File: src/rtl/dsp_fetch_seq_pkg.sv
// dsp_pkg: shared types and constants for the playback fetch sequencer.
package dsp_pkg;

  localparam int ADDR_W    = 20;
  localparam int MAX_SPEED = 8;
  localparam int SPEED_W   = 4;

  typedef enum logic [2:0] {
    ST_IDLE,
    ST_WAIT,
    ST_FETCH,
    ST_EMIT,
    ST_PAUSED
  } state_t;

  // Zero or out-of-range speed factors fall back to normal rate.
  function automatic logic [SPEED_W-1:0] legal_speed(input logic [SPEED_W-1:0] s,
                                                     input int max_speed);
    if (s == '0 || int'(s) > max_speed) return SPEED_W'(1);
    return s;
  endfunction

endpackage

File: src/rtl/dsp_fetch_seq_if.sv
// Sample bus between the fetch sequencer, the SRAM read port and the
// interpolator: read address/data plus the per-frame slot strobe.
interface dsp_fetch_seq_if #(
  parameter int ADDR_W = 20
) ();
  logic [ADDR_W-1:0] o_sram_addr;
  logic [15:0]       i_sram_data;
  logic              o_tick;
  logic              o_valid;
  logic [15:0]       o_data;

  modport master (
    output o_sram_addr,
    input  i_sram_data,
    output o_tick,
    output o_valid,
    output o_data
  );

  modport slave (
    input  o_sram_addr,
    output i_sram_data,
    input  o_tick,
    input  o_valid,
    input  o_data
  );
endinterface

File: src/rtl/dsp_fetch_seq_lrck_tick.sv
// lrck_tick: brings the DAC LR clock into the i_clk domain and emits a
// one-cycle pulse on each of its rising edges.
module lrck_tick (
  input  logic i_clk,
  input  logic i_rst_n,
  input  logic i_lrck,
  output logic o_tick
);
  // [0],[1] are the synchroniser; [2] is the previous synchronised value.
  logic [2:0] r_sync;

  // Shift the LR clock through the synchroniser / edge-history chain.
  always_ff @(posedge i_clk or negedge i_rst_n) begin
    if (!i_rst_n) r_sync <= '0;
    else          r_sync <= {r_sync[1:0], i_lrck};
  end

  assign o_tick = r_sync[1] & ~r_sync[2];
endmodule

File: src/rtl/dsp_fetch_seq.sv
// dsp_fetch_seq: walks 16-bit samples out of SRAM at normal, fast (skip)
// or slow (hold) rate, one sample slot per DAC LR-clock frame.
// Optional feature macro: DSP_REVERSE_EN adds i_reverse (backward playback).
module dsp_fetch_seq #(
  parameter int ADDR_W    = 20,
  parameter int MAX_SPEED = 8
) (
  input  logic                         i_clk,
  input  logic                         i_rst_n,
  input  logic                         i_start,
  input  logic                         i_pause,
  input  logic                         i_stop,
  input  logic                         i_fast,
  input  logic [dsp_pkg::SPEED_W-1:0]  i_speed,
  input  logic                         i_daclrck,
  input  logic [ADDR_W-1:0]            i_end_addr,
`ifdef DSP_REVERSE_EN
  input  logic                         i_reverse,
`endif
  output logic                         o_paused,
  output logic                         o_done,
  dsp_fetch_seq_if.master              bus
);
  import dsp_pkg::*;

  state_t              r_state, w_state_next;
  logic [ADDR_W-1:0]   r_addr, w_addr_next;
  logic [SPEED_W-1:0]  r_slot, w_slot_next;
  logic [SPEED_W-1:0]  r_speed, w_speed_next;
  logic                r_fast, w_fast_next;
  logic                r_fetched, w_fetched_next;
  logic [15:0]         r_data, w_data_next;
  logic                r_done, w_done_next;
`ifdef DSP_REVERSE_EN
  logic                r_rev, w_rev_next;
`endif

  logic                w_tick;
  logic [SPEED_W-1:0]  w_speed_in;
  logic                w_fetch_slot;
  logic [ADDR_W:0]     w_step;
  logic [ADDR_W:0]     w_sum;
  logic                w_end;

  lrck_tick u_tick (
    .i_clk   (i_clk),
    .i_rst_n (i_rst_n),
    .i_lrck  (i_daclrck),
    .o_tick  (w_tick)
  );

  assign w_speed_in   = legal_speed(i_speed, MAX_SPEED);
  assign w_fetch_slot = r_fast || (r_speed == SPEED_W'(1)) || (r_slot == '0);
  assign w_step       = r_fast ? {{(ADDR_W+1-SPEED_W){1'b0}}, r_speed} : (ADDR_W+1)'(1);

  // Next address is one bit wider so overflow / underflow is visible.
`ifdef DSP_REVERSE_EN
  assign w_sum = r_rev ? ({1'b0, r_addr} - w_step) : ({1'b0, r_addr} + w_step);
  assign w_end = r_rev ? w_sum[ADDR_W] : (w_sum > {1'b0, i_end_addr});
`else
  assign w_sum = {1'b0, r_addr} + w_step;
  assign w_end = w_sum > {1'b0, i_end_addr};
`endif

  // Register FSM state and datapath.
  always_ff @(posedge i_clk or negedge i_rst_n) begin
    if (!i_rst_n) begin
      r_state   <= ST_IDLE;
      r_addr    <= '0;
      r_slot    <= '0;
      r_speed   <= '0;
      r_fast    <= 1'b0;
      r_fetched <= 1'b0;
      r_data    <= '0;
      r_done    <= 1'b0;
`ifdef DSP_REVERSE_EN
      r_rev     <= 1'b0;
`endif
    end else begin
      r_state   <= w_state_next;
      r_addr    <= w_addr_next;
      r_slot    <= w_slot_next;
      r_speed   <= w_speed_next;
      r_fast    <= w_fast_next;
      r_fetched <= w_fetched_next;
      r_data    <= w_data_next;
      r_done    <= w_done_next;
`ifdef DSP_REVERSE_EN
      r_rev     <= w_rev_next;
`endif
    end
  end

  // Next-state and datapath updates; i_stop overrides everything.
  always_comb begin
    w_state_next   = r_state;
    w_addr_next    = r_addr;
    w_slot_next    = r_slot;
    w_speed_next   = r_speed;
    w_fast_next    = r_fast;
    w_fetched_next = r_fetched;
    w_data_next    = r_data;
    w_done_next    = 1'b0;
`ifdef DSP_REVERSE_EN
    w_rev_next     = r_rev;
`endif
    case (r_state)
      ST_IDLE: begin
        if (i_start) begin
          w_state_next = ST_WAIT;
          w_slot_next  = '0;
          w_fast_next  = i_fast;
          w_speed_next = w_speed_in;
`ifdef DSP_REVERSE_EN
          w_rev_next   = i_reverse;
          w_addr_next  = i_reverse ? i_end_addr : '0;
`endif
        end
      end
      ST_WAIT: begin
        if (i_pause) begin
          w_state_next = ST_PAUSED;
        end else if (w_tick) begin
          if (w_fetch_slot) begin
            // Config is only picked up at group boundaries.
            w_state_next   = ST_FETCH;
            w_fetched_next = 1'b1;
            w_fast_next    = i_fast;
            w_speed_next   = w_speed_in;
            w_slot_next    = (i_fast || w_speed_in == SPEED_W'(1)) ? '0 : SPEED_W'(1);
          end else begin
            w_state_next   = ST_EMIT;
            w_fetched_next = 1'b0;
            w_slot_next    = (r_slot >= r_speed - SPEED_W'(1)) ? '0 : r_slot + SPEED_W'(1);
          end
        end
      end
      ST_FETCH: begin
        w_data_next  = bus.i_sram_data;
        w_state_next = ST_EMIT;
      end
      ST_EMIT: begin
        if (r_fetched && w_end) begin
          w_state_next = ST_IDLE;
          w_addr_next  = '0;
          w_done_next  = 1'b1;
        end else begin
          if (r_fetched) w_addr_next = w_sum[ADDR_W-1:0];
          w_state_next = i_pause ? ST_PAUSED : ST_WAIT;
        end
      end
      ST_PAUSED: begin
        if (i_start && !i_pause) w_state_next = ST_WAIT;
      end
      default: w_state_next = ST_IDLE;
    endcase
    if (i_stop) begin
      w_state_next = ST_IDLE;
      w_addr_next  = '0;
      w_slot_next  = '0;
      w_done_next  = 1'b0;
    end
  end

  assign bus.o_sram_addr = r_addr;
  assign bus.o_tick      = (r_state == ST_EMIT) && !i_stop;
  assign bus.o_valid     = (r_state == ST_EMIT) && !i_stop && r_fetched;
  assign bus.o_data      = r_data;
  assign o_paused        = (r_state == ST_PAUSED);
  assign o_done          = r_done;
endmodule

File: src/flat_wrapper.sv
// flat-port wrapper written by rule: the top's interface ports become plain ports
module dsp_fetch_seq_flat import dsp_pkg::*;
#(
  parameter int ADDR_W    = 20,
  parameter int MAX_SPEED = 8
)
  (i_clk, i_rst_n, i_start, i_pause, i_stop, i_fast, i_speed, i_daclrck, i_end_addr, o_paused, o_done, bus_o_sram_addr, bus_i_sram_data, bus_o_tick, bus_o_valid, bus_o_data);
  dsp_fetch_seq_if #(.ADDR_W(ADDR_W)) bus_i ();
  input  logic i_clk;
  input  logic i_rst_n;
  input  logic i_start;
  input  logic i_pause;
  input  logic i_stop;
  input  logic i_fast;
  input  logic [dsp_pkg::SPEED_W-1:0] i_speed;
  input  logic i_daclrck;
  input  logic [ADDR_W-1:0] i_end_addr;
  output logic o_paused;
  output logic o_done;
  output wire logic [$bits(bus_i.o_sram_addr)-1:0] bus_o_sram_addr;
  input wire logic [$bits(bus_i.i_sram_data)-1:0] bus_i_sram_data;
  output wire logic [$bits(bus_i.o_tick)-1:0] bus_o_tick;
  output wire logic [$bits(bus_i.o_valid)-1:0] bus_o_valid;
  output wire logic [$bits(bus_i.o_data)-1:0] bus_o_data;
  assign bus_o_sram_addr = bus_i.o_sram_addr;
  assign bus_i.i_sram_data = bus_i_sram_data;
  assign bus_o_tick = bus_i.o_tick;
  assign bus_o_valid = bus_i.o_valid;
  assign bus_o_data = bus_i.o_data;
  dsp_fetch_seq #(.ADDR_W(ADDR_W), .MAX_SPEED(MAX_SPEED)) u_core (.i_clk(i_clk), .i_rst_n(i_rst_n), .i_start(i_start), .i_pause(i_pause), .i_stop(i_stop), .i_fast(i_fast), .i_speed(i_speed), .i_daclrck(i_daclrck), .i_end_addr(i_end_addr), .o_paused(o_paused), .o_done(o_done), .bus(bus_i));
endmodule
File: config.mk
export PLATFORM = sky130hd
export DESIGN_NAME = dsp_fetch_seq_flat
export DESIGN_NICKNAME = d
export VERILOG_FILES = /design/src/rtl/dsp_fetch_seq_pkg.sv /design/src/rtl/dsp_fetch_seq_if.sv /design/src/rtl/dsp_fetch_seq_lrck_tick.sv /design/src/rtl/dsp_fetch_seq.sv /design/src/flat_wrapper.sv
export SDC_FILE = /design/constraint.sdc
export NUM_CORES = 1
export LEC_CHECK = 0
export CORE_MARGIN = 1.5
export CORE_UTILIZATION = 54
export CTS_BUF_LIST = sky130_fd_sc_hd__clkbuf_4
export CTS_CLUSTER_SIZE = 24
export DETAILED_ROUTE_END_ITERATION = 7
export GPL_ROUTABILITY_DRIVEN = 0
export PLACE_DENSITY_LB_ADDON = 0.3
export SYNTH_ARGS = -nofsm -noshare
export SYNTH_HDL_FRONTEND = slang
export SYNTH_SLANG_ARGS = --single-unit
File: constraint.sdc
create_clock -name i_clk -period 8.98 [get_ports i_clk]
set_input_delay 1.796 -clock i_clk [delete_from_list [all_inputs] [get_ports i_clk]]
set_output_delay 1.796 -clock i_clk [all_outputs]
set_load 0.005 [all_outputs]
Word-level counts from Yosys, hierarchy flattened
Cells that the tools add are included.
{"block": "word_totals", "reg_bits": 53, "input_bits": 47, "output_inout_bits": 40, "wordCells": 94}
{"block": "classes", "add_sub_neg": 3, "magnitude_cmp": 3, "eq_ne": 15, "n_mux": 39, "bitwise_logic": 3, "n_reduce_logical": 22}
{"operator": "$mux W20", "n": 4}
{"operator": "$mux W4", "n": 13}
{"operator": "$add A20 B21 Y21", "n": 1}
{"operator": "$gt A21 B20 Y1", "n": 1}
{"operator": "$mux W3", "n": 7}
{"operator": "$pmux W4 S2", "n": 2}
{"operator": "$pmux W3 S5", "n": 1}
{"operator": "$mux W1", "n": 11}
{"operator": "$ne A3 B3 Y1 const B", "n": 3}
{"operator": "$eq A4 B1 Y1 const B", "n": 2}
{"operator": "$logic_not A4 Y1", "n": 2}
{"operator": "$eq A3 B2 Y1 const B", "n": 2}
{"operator": "$ne A2 B2 Y1 const B", "n": 3}
{"operator": "$reduce_and A3 Y1", "n": 2}
{"operator": "$reduce_bool A3 Y1", "n": 2}
{"operator": "$reduce_and A5 Y1", "n": 1}
{"operator": "$add A4 B1 Y4 const B", "n": 1}
{"operator": "$ge A4 B4 Y1", "n": 1}
{"operator": "$gt A4 B4 Y1 const B", "n": 1}
{"operator": "$logic_and A1 B1 Y1", "n": 4}
{"operator": "$logic_or A1 B1 Y1", "n": 4}
{"operator": "$ne A4 B4 Y1 const B", "n": 1}
{"operator": "$reduce_and A4 Y1", "n": 1}
{"operator": "$reduce_bool A2 Y1", "n": 2}
{"operator": "11 further kinds", "n": 13}

Longest topological paths before layout
{"block": "logic_depth", "ltp_word": 12, "ltp_mapped": 19, "ltp_nobuf": 18}

Cells and area by module
Synthesis repeated with hierarchy kept, for this count alone.
{"block": "hier_totals", "cells_unflattened": 335, "hier_area_um2": 3348.2}
{"mod": "dsp_fetch_seq", "instances": 1, "cells_each": 331, "area_per_inst_um2": 3259.4, "seq_area_each_um2": 1251.2}
{"mod": "lrck_tick", "instances": 1, "cells_each": 4, "area_per_inst_um2": 88.8, "seq_area_each_um2": 75.1}

Least setup slack after synthesis
No wires, ideal clock.
{"block": "synth_timing", "path_type": "input to output", "startpoint": "input i_stop", "endpoint": "output bus_o_valid", "arrival_ps": 2587, "required_time_ps": 7184, "slack_ps": 4597, "path_stages": 4, "path_buffers": 1, "cell_sequence": "clkbuf_1 > and4bb_1 > nand2_2 > inv_1"}
{"block": "synth_via", "elab_chain_len": 3}
{"element": "start, declared", "line_no": "flat_wrapper.sv:13", "source": "input logic i_stop;"}
{"element": "$logic_not A1 Y1"}
{"element": "$logic_and A1 B1 Y1"}
{"element": "net bus_o_tick", "line_no": "flat_wrapper.sv:22", "source": "output wire logic [$bits(bus_i.o_tick)-1:0] bus_o_tick;"}
{"element": "$logic_and A1 B1 Y1", "line_no": "dsp_fetch_seq.sv:167", "source": "assign bus.o_valid = (r_state == ST_EMIT) && !i_stop && r_fetched;"}
{"element": "end, declared", "line_no": "flat_wrapper.sv:23", "source": "output wire logic [$bits(bus_i.o_valid)-1:0] bus_o_valid;"}
The timed path passes the listed nets, and every way through them passes these cells.

Worst setup path after layout
{"block": "layout_timing", "startpoint": "input i_stop", "endpoint": "output bus_o_valid"}
{"block": "layout_via", "elab_chain_len": 3}
{"element": "$logic_not A1 Y1", "line_no": "dsp_fetch_seq.sv:167"}
{"element": "$logic_and A1 B1 Y1 (2 in series)", "line_no": "dsp_fetch_seq.sv:167"}
Every way passes these cells.

==> summary.md <==
Final-layout fill cell count: 489. Setup violations remaining at the end of the flow were counted as 0. The H-tree was split into 2 levels. Buffers placed on the I/O ports in this run total 86. The flow ran to the end, and the final reports show no timing, DRC or antenna violations.

TritonCTS built the clock tree. STA classifies the critical path startpoint as an input port. The final non-filler cell area is 4470 µm².

The number of flops mapped to enable cells by yosys works out to 0. The fraction of the cycle the final worst path needs was 0.609; the initial core utilization was 0.554. The number of resized instances in the post-cts repair step is 0. In this run the worst hold path is classified as reg -> reg. Setup slack on the worst reg-to-reg path comes out at 4.54 ns. Number of inserted diodes: 0.

After detailed placement, the design holds a cell count of 510. After detailed routing, the average wire length per cell comes to 15.0 µm. The Yosys step of the flow raised 0 warnings. The tools report the global router's overall resource usage as 0.228. The standard cell with the maximum stage delay on the critical path was clkdlybuf4s50_1. Before antenna repair, the detailed router went through 4 iterations.

The placeable core region is 6310 µm². The detail route stage leaves a number of antenna-violating nets equal to 0. The worst path arrival time was 3.67 ns; the tightest slew margin relative to the limit was 0.497.

The cell taking the most area after synthesis is dfrtp_1. The tools report the global-route wire length before repair as 13100 µm. For the largest net degree at the start of global routing, the log shows 54. Post-CTS timing repair inserted 0 buffers for setup.

The placement-stage cell area is 4410 µm², and the clock buffer count from CTS is 5. After layout, the minimum clock period comes to 5.47 ns. The number of remaining DRC errors was 0. The final layout contains routed wiring with a total length of 7760 µm. The floorplan has 29 rows. The die is 83.5 µm wide. Counting stages on the worst path, the most repeated cell is clkdlybuf4s50_1. Area share of the largest cell type after synthesis: 0.379. The clock transition at the registers of the reported paths works out to 0.14 ns. The tools report the sort of element at the end of the critical path as an output port. The routed via count came out at 2934. The gate count of the mapped netlist is 356. The tree built by TritonCTS fans out to 53 sinks. The share of flip-flops with an asynchronous set or reset after synthesis came out at 1.00.

The signal on the critical path passes through clkdlybuf4s50_1 -> and4bb_1 -> nand2_2 -> inv_1 -> clkdlybuf4s50_1. The buffer cell driving the clock tree root is clkbuf_4. The mean instance size in the synthesized netlist works out to 9.83 µm². Leakage dissipation: 2.13 nW. Post-detailed-placement half-perimeter wirelength: 5860 µm.

Ratio of cells with drive above 1 in the final layout: 0.0771. Prevailing post-synth register cell: dfrtp_1. The remaining global-route overflow is 0. In this run, the number of DRC markers left after iteration 0 of detailed routing was 132. The final hold violation count came out at 0.

The final count of pins violating max slew came out at 0. For the pin with the worst max-slew slack, the measured transition is 0.751 ns. The power density of the placed cells was 144 nW/µm². The launch point of the worst hold path was u_core.u_tick.r_sync[0].

After synthesis, the cell types taking the most area are dfrtp_1, ha_1, inv_1, mux2_2, nand2_1. In this run the vertical extent of the chip is 83.5 µm. The worst setup path is of the in -> out kind. The latest clock arrival within the worst-skew pair was 0.37 ns; the ratio of routed vias to standard cells was 5.66. The full die area is 6970 µm², and the number of global-route vias before repair is 2927. The maximum clock frequency is 183 MHz. Along the worst path, the maximum fanout reaches 10.

Launch point of the worst reg-to-reg path: u_core.r_speed[0]. For this design, the CTS-stage hold fixing added 0 buffers. The finished layout holds 518 standard cells, fillers aside. After the last flow step, the layout net total stands at 520.

The synthesized netlist occupies a cell area of 3500 µm². The clock arrives with 0.0157 ns of skew. The total of flip-flops plus latches after synthesis came out at 53. For the largest buffer count on any clock path, the log shows 2. Compared with the post-synthesis result, the final layout area differs by 27.9%.

For this design the top-level I/O count stands at 87. The run gives 0.379 as the sequential share of the synthesized area. The count of distinct cell types in the synthesized netlist was 55; the largest stage delay on the critical path was 0.55 ns. Max-cap violations in this run came to 0.

Across the VDD grid, the largest voltage drop is 167 µV. Tracing the worst setup path back leads to its startpoint at i_stop. Adding up every negative setup slack in the final design gives 0 ns.

The number of antenna violations at the first check in global routing was 0; the worst hold margin was 0.373 ns. Setup repair after global routing left no endpoint under its margin. Required time of the critical path: 7.18 ns.

When the netlist entered floorplanning its net count stood at 436.
-- through the flow --
step / setup WS (ns) / total power, mW / util
final: 3.51 / 0.645 / 0.709
after global routing: 3.41 / 0.690 / 0.709
after CTS: 3.52 / 0.655 / 0.709
after detailed placement: 3.54 / 0.542 / 0.699
after global placement: 3.60 / 0.535 / 0.699
after floorplan: 4.60 / 0.416 / -
-- per-layer routing --
| layer | GRT usage | vias to the layer above | share of wire | wire (µm) |
|---|---|---|---|---|
| li1 | - | 1443 | - | - |
| met1 | 0.299 | 1408 | 0.45 | 3480 |
| met2 | 0.387 | 77 | 0.48 | 3740 |
| met3 | 0.0544 | 6 | 0.062 | 482 |
| met4 | 0.0522 | 0 | 0.0077 | 60 |
| met5 | 0 | - | 0 | 0 |
-- registers in the layout, indices dropped and copies added (netlist names) --
register and cells:
u_core.bus.o_sram_addr 20, u_core.bus.o_data 16, u_core.r_slot 4, u_core.r_speed 4, u_core.r_state 3, u_core.u_tick.r_sync 3, u_core.o_done 1, u_core.r_fast 1
u_core.r_fetched 1
-- Yosys cell counts, types with 4 or more instances --
library cell  number
a21o_1             9
a21oi_1           12
a221o_1            4
a22o_1            12
and3_1             6
buf_2              5
clkbuf_1           5
dfrtp_1           53
ha_1              32
inv_1             32
mux2_1             9
mux2_2            10
nand2_1           30
nand2b_1           6
nand3_1           13
nand3b_1           4
nand4_1            5
nor2_1            20
nor3_1             4
o21ai_0           10
o21ai_1            4
or2_1              4
xnor2_1           11
xor2_1             6
-- logic make-up after synthesis --
group / Yosys count / share of synthesized area
compound gates: 75 / 0.160
xor+xnor: 17 / 0.0426
fa+ha+maj: 33 / 0.120
buf+inv: 44 / 0.0511
flops: 53 / 0.379
mux: 19 / 0.0612
simple gates: 115 / 0.186
-- report_power, final --
part | total (mW) | internal, mW | switching, mW
Sequential | 0.317 | 0.285 | 0.0316
Combinational | 0.219 | 0.139 | 0.0801
Clock | 0.109 | 0.0338 | 0.0757
-- final cells by class --
cell class	count	area [µm²]	share of cell area
multi-input combinational	259	1990	0.445
sequential	53	1330	0.296
timing repair buffer	89	878	0.196
inverter	32	120	0.0268
tap	77	96.3	0.0215
clock buffer	6	45.0	0.0101
clock inverter	2	15.0	0.00336
-- final timing paths --
check / end / depth (start not counted)
setup reg to reg: u_core.bus.o_sram_addr[5] / 16
max in group asynchronous: u_core.r_slot[0] / 2
min in group asynchronous: u_core.bus.o_sram_addr[12] / 2
hold reg to reg: u_core.u_tick.r_sync[1] / 0
hold / removal: u_core.u_tick.r_sync[1] / 0
setup / recovery: bus_o_valid / 5
-- cells in the final DEF (no fill, tap or decap), types with 9 or more instances in the layout --
| master | instances |
|---|---|
| a21o_1 | 9 |
| a21oi_1 | 12 |
| a22o_1 | 12 |
| clkdlybuf4s50_1 | 85 |
| dfrtp_1 | 53 |
| ha_1 | 32 |
| inv_1 | 32 |
| mux2_1 | 9 |
| mux2_2 | 10 |
| nand2_1 | 30 |
| nand3_1 | 13 |
| nor2_1 | 20 |
| o21ai_0 | 10 |
| xnor2_1 | 11 |
-- critical path: cells and delay by family --
kind	cells	cell delay, ns
buf+inv	3	1.27
simple gates	2	0.61
Power figures use the tool's default switching activity.
==> variant, RTL diff (same settings) <==
Re-encode `state_t` (5 states) as one-hot, 5 bits wide.
--- a/src/rtl/dsp_fetch_seq_pkg.sv
+++ b/src/rtl/dsp_fetch_seq_pkg.sv
@@ -5,12 +5,12 @@
   localparam int MAX_SPEED = 8;
   localparam int SPEED_W   = 4;
 
-  typedef enum logic [2:0] {
-    ST_IDLE,
-    ST_WAIT,
-    ST_FETCH,
-    ST_EMIT,
-    ST_PAUSED
+  typedef enum logic [4:0] {
+    ST_IDLE   = 5'b00001,
+    ST_WAIT   = 5'b00010,
+    ST_FETCH  = 5'b00100,
+    ST_EMIT   = 5'b01000,
+    ST_PAUSED = 5'b10000
   } state_t;
 
   // Zero or out-of-range speed factors fall back to normal rate.
Behaviour: no difference found for any inputs over 10 cycles, from zero or initial values and one cycle with i_rst_n low; not proved beyond that.
==> variant against the original RTL <==
Synthesized area up 1.8%; sequential share of layout area up 0.56 points; setup slack better by 0.48 ns; clock skew down 0.0014 ns; sequential cell count up 2; design area up 2.0%; count of clock-buffer cells in the layout unchanged; worst hold slack worse by 0.0048 ns; power up 1.5%; die area up 1.7%; routed wire length down 0.71%; sequential power down 3%; largest power group unchanged.
==> variant: results <==
set metrics [dict create \
    seq_cells 55 \
    layout.nonclk_buf_share_pct 19.1 \
    fmax_mhz 200 \
    leakage_nw 2.09 \
    vdd_drop_max_mv 0.119 \
    utilization_pct 71.8 \
    grt_max_degree 56 \
    drt_iter0_markers 191 \
    power_density_mw_per_mm2 144 \
    place_ws_ns 4.01 \
    n_all_buffers 88 \
    synth_common_cells "dfrtp_1, ha_1, inv_1" \
    grt_use_total_pct 22.7 \
    critical_path.max_stage_delay_ns 0.59 \
    r2r-end "u_core.bus.o_sram_addr[12]$_DFFE_PN0P_" \
    timing.slew.headroom_pct 53.3 \
    clkLatencyLatePin_ns 0.39 \
    post-dp-hpwl_mm 5.99 \
    status "finished clean" \
    layout-drive-gt1-share_pct 10.6 \
    route.met2.wl_mm 3.88 \
    n_all_inverters 30 \
    hold_ws_ns 0.368 \
    clkCellAreaFrac_pct 1.34 \
    grtUsageMet1_pct 29.2 \
    multi_input_area_mm2 0.00204 \
    cp_max_fo 8 \
    vias 2897 \
    reg2regPathDepth 14 \
]
variant: kinds of logic (layout without fill, tap and decap cells):
group / after synthesis / in the layout / synth area share [%]
AOI/OAI and AO/OA: 86 / 86 / 18.7
xor gates and xnor gates: 21 / 21 / 5.17
adders and majority gates: 33 / 33 / 11.8
buffers and inverters: 36 / 126 / 3.90
DFF: 55 / 55 / 38.7
muxes: 18 / 18 / 5.69
and+or+nand+nor: 97 / 97 / 16.0
variant: worst reg2reg max path: stages, from the launching register on:
cell and delay (ns):
dfrtp_1 0.46, and2_1 0.19, ha_1 0.35, nand3_1 0.14, a21oi_2 0.34, nand2_1 0.19, nor3_1 0.21, xor2_1 0.25
ha_1 0.29, o21a_1 0.11, a21oi_1 0.19, o211a_1 0.20, o211ai_2 0.17, a21oi_4 0.53, a221o_1 0.24
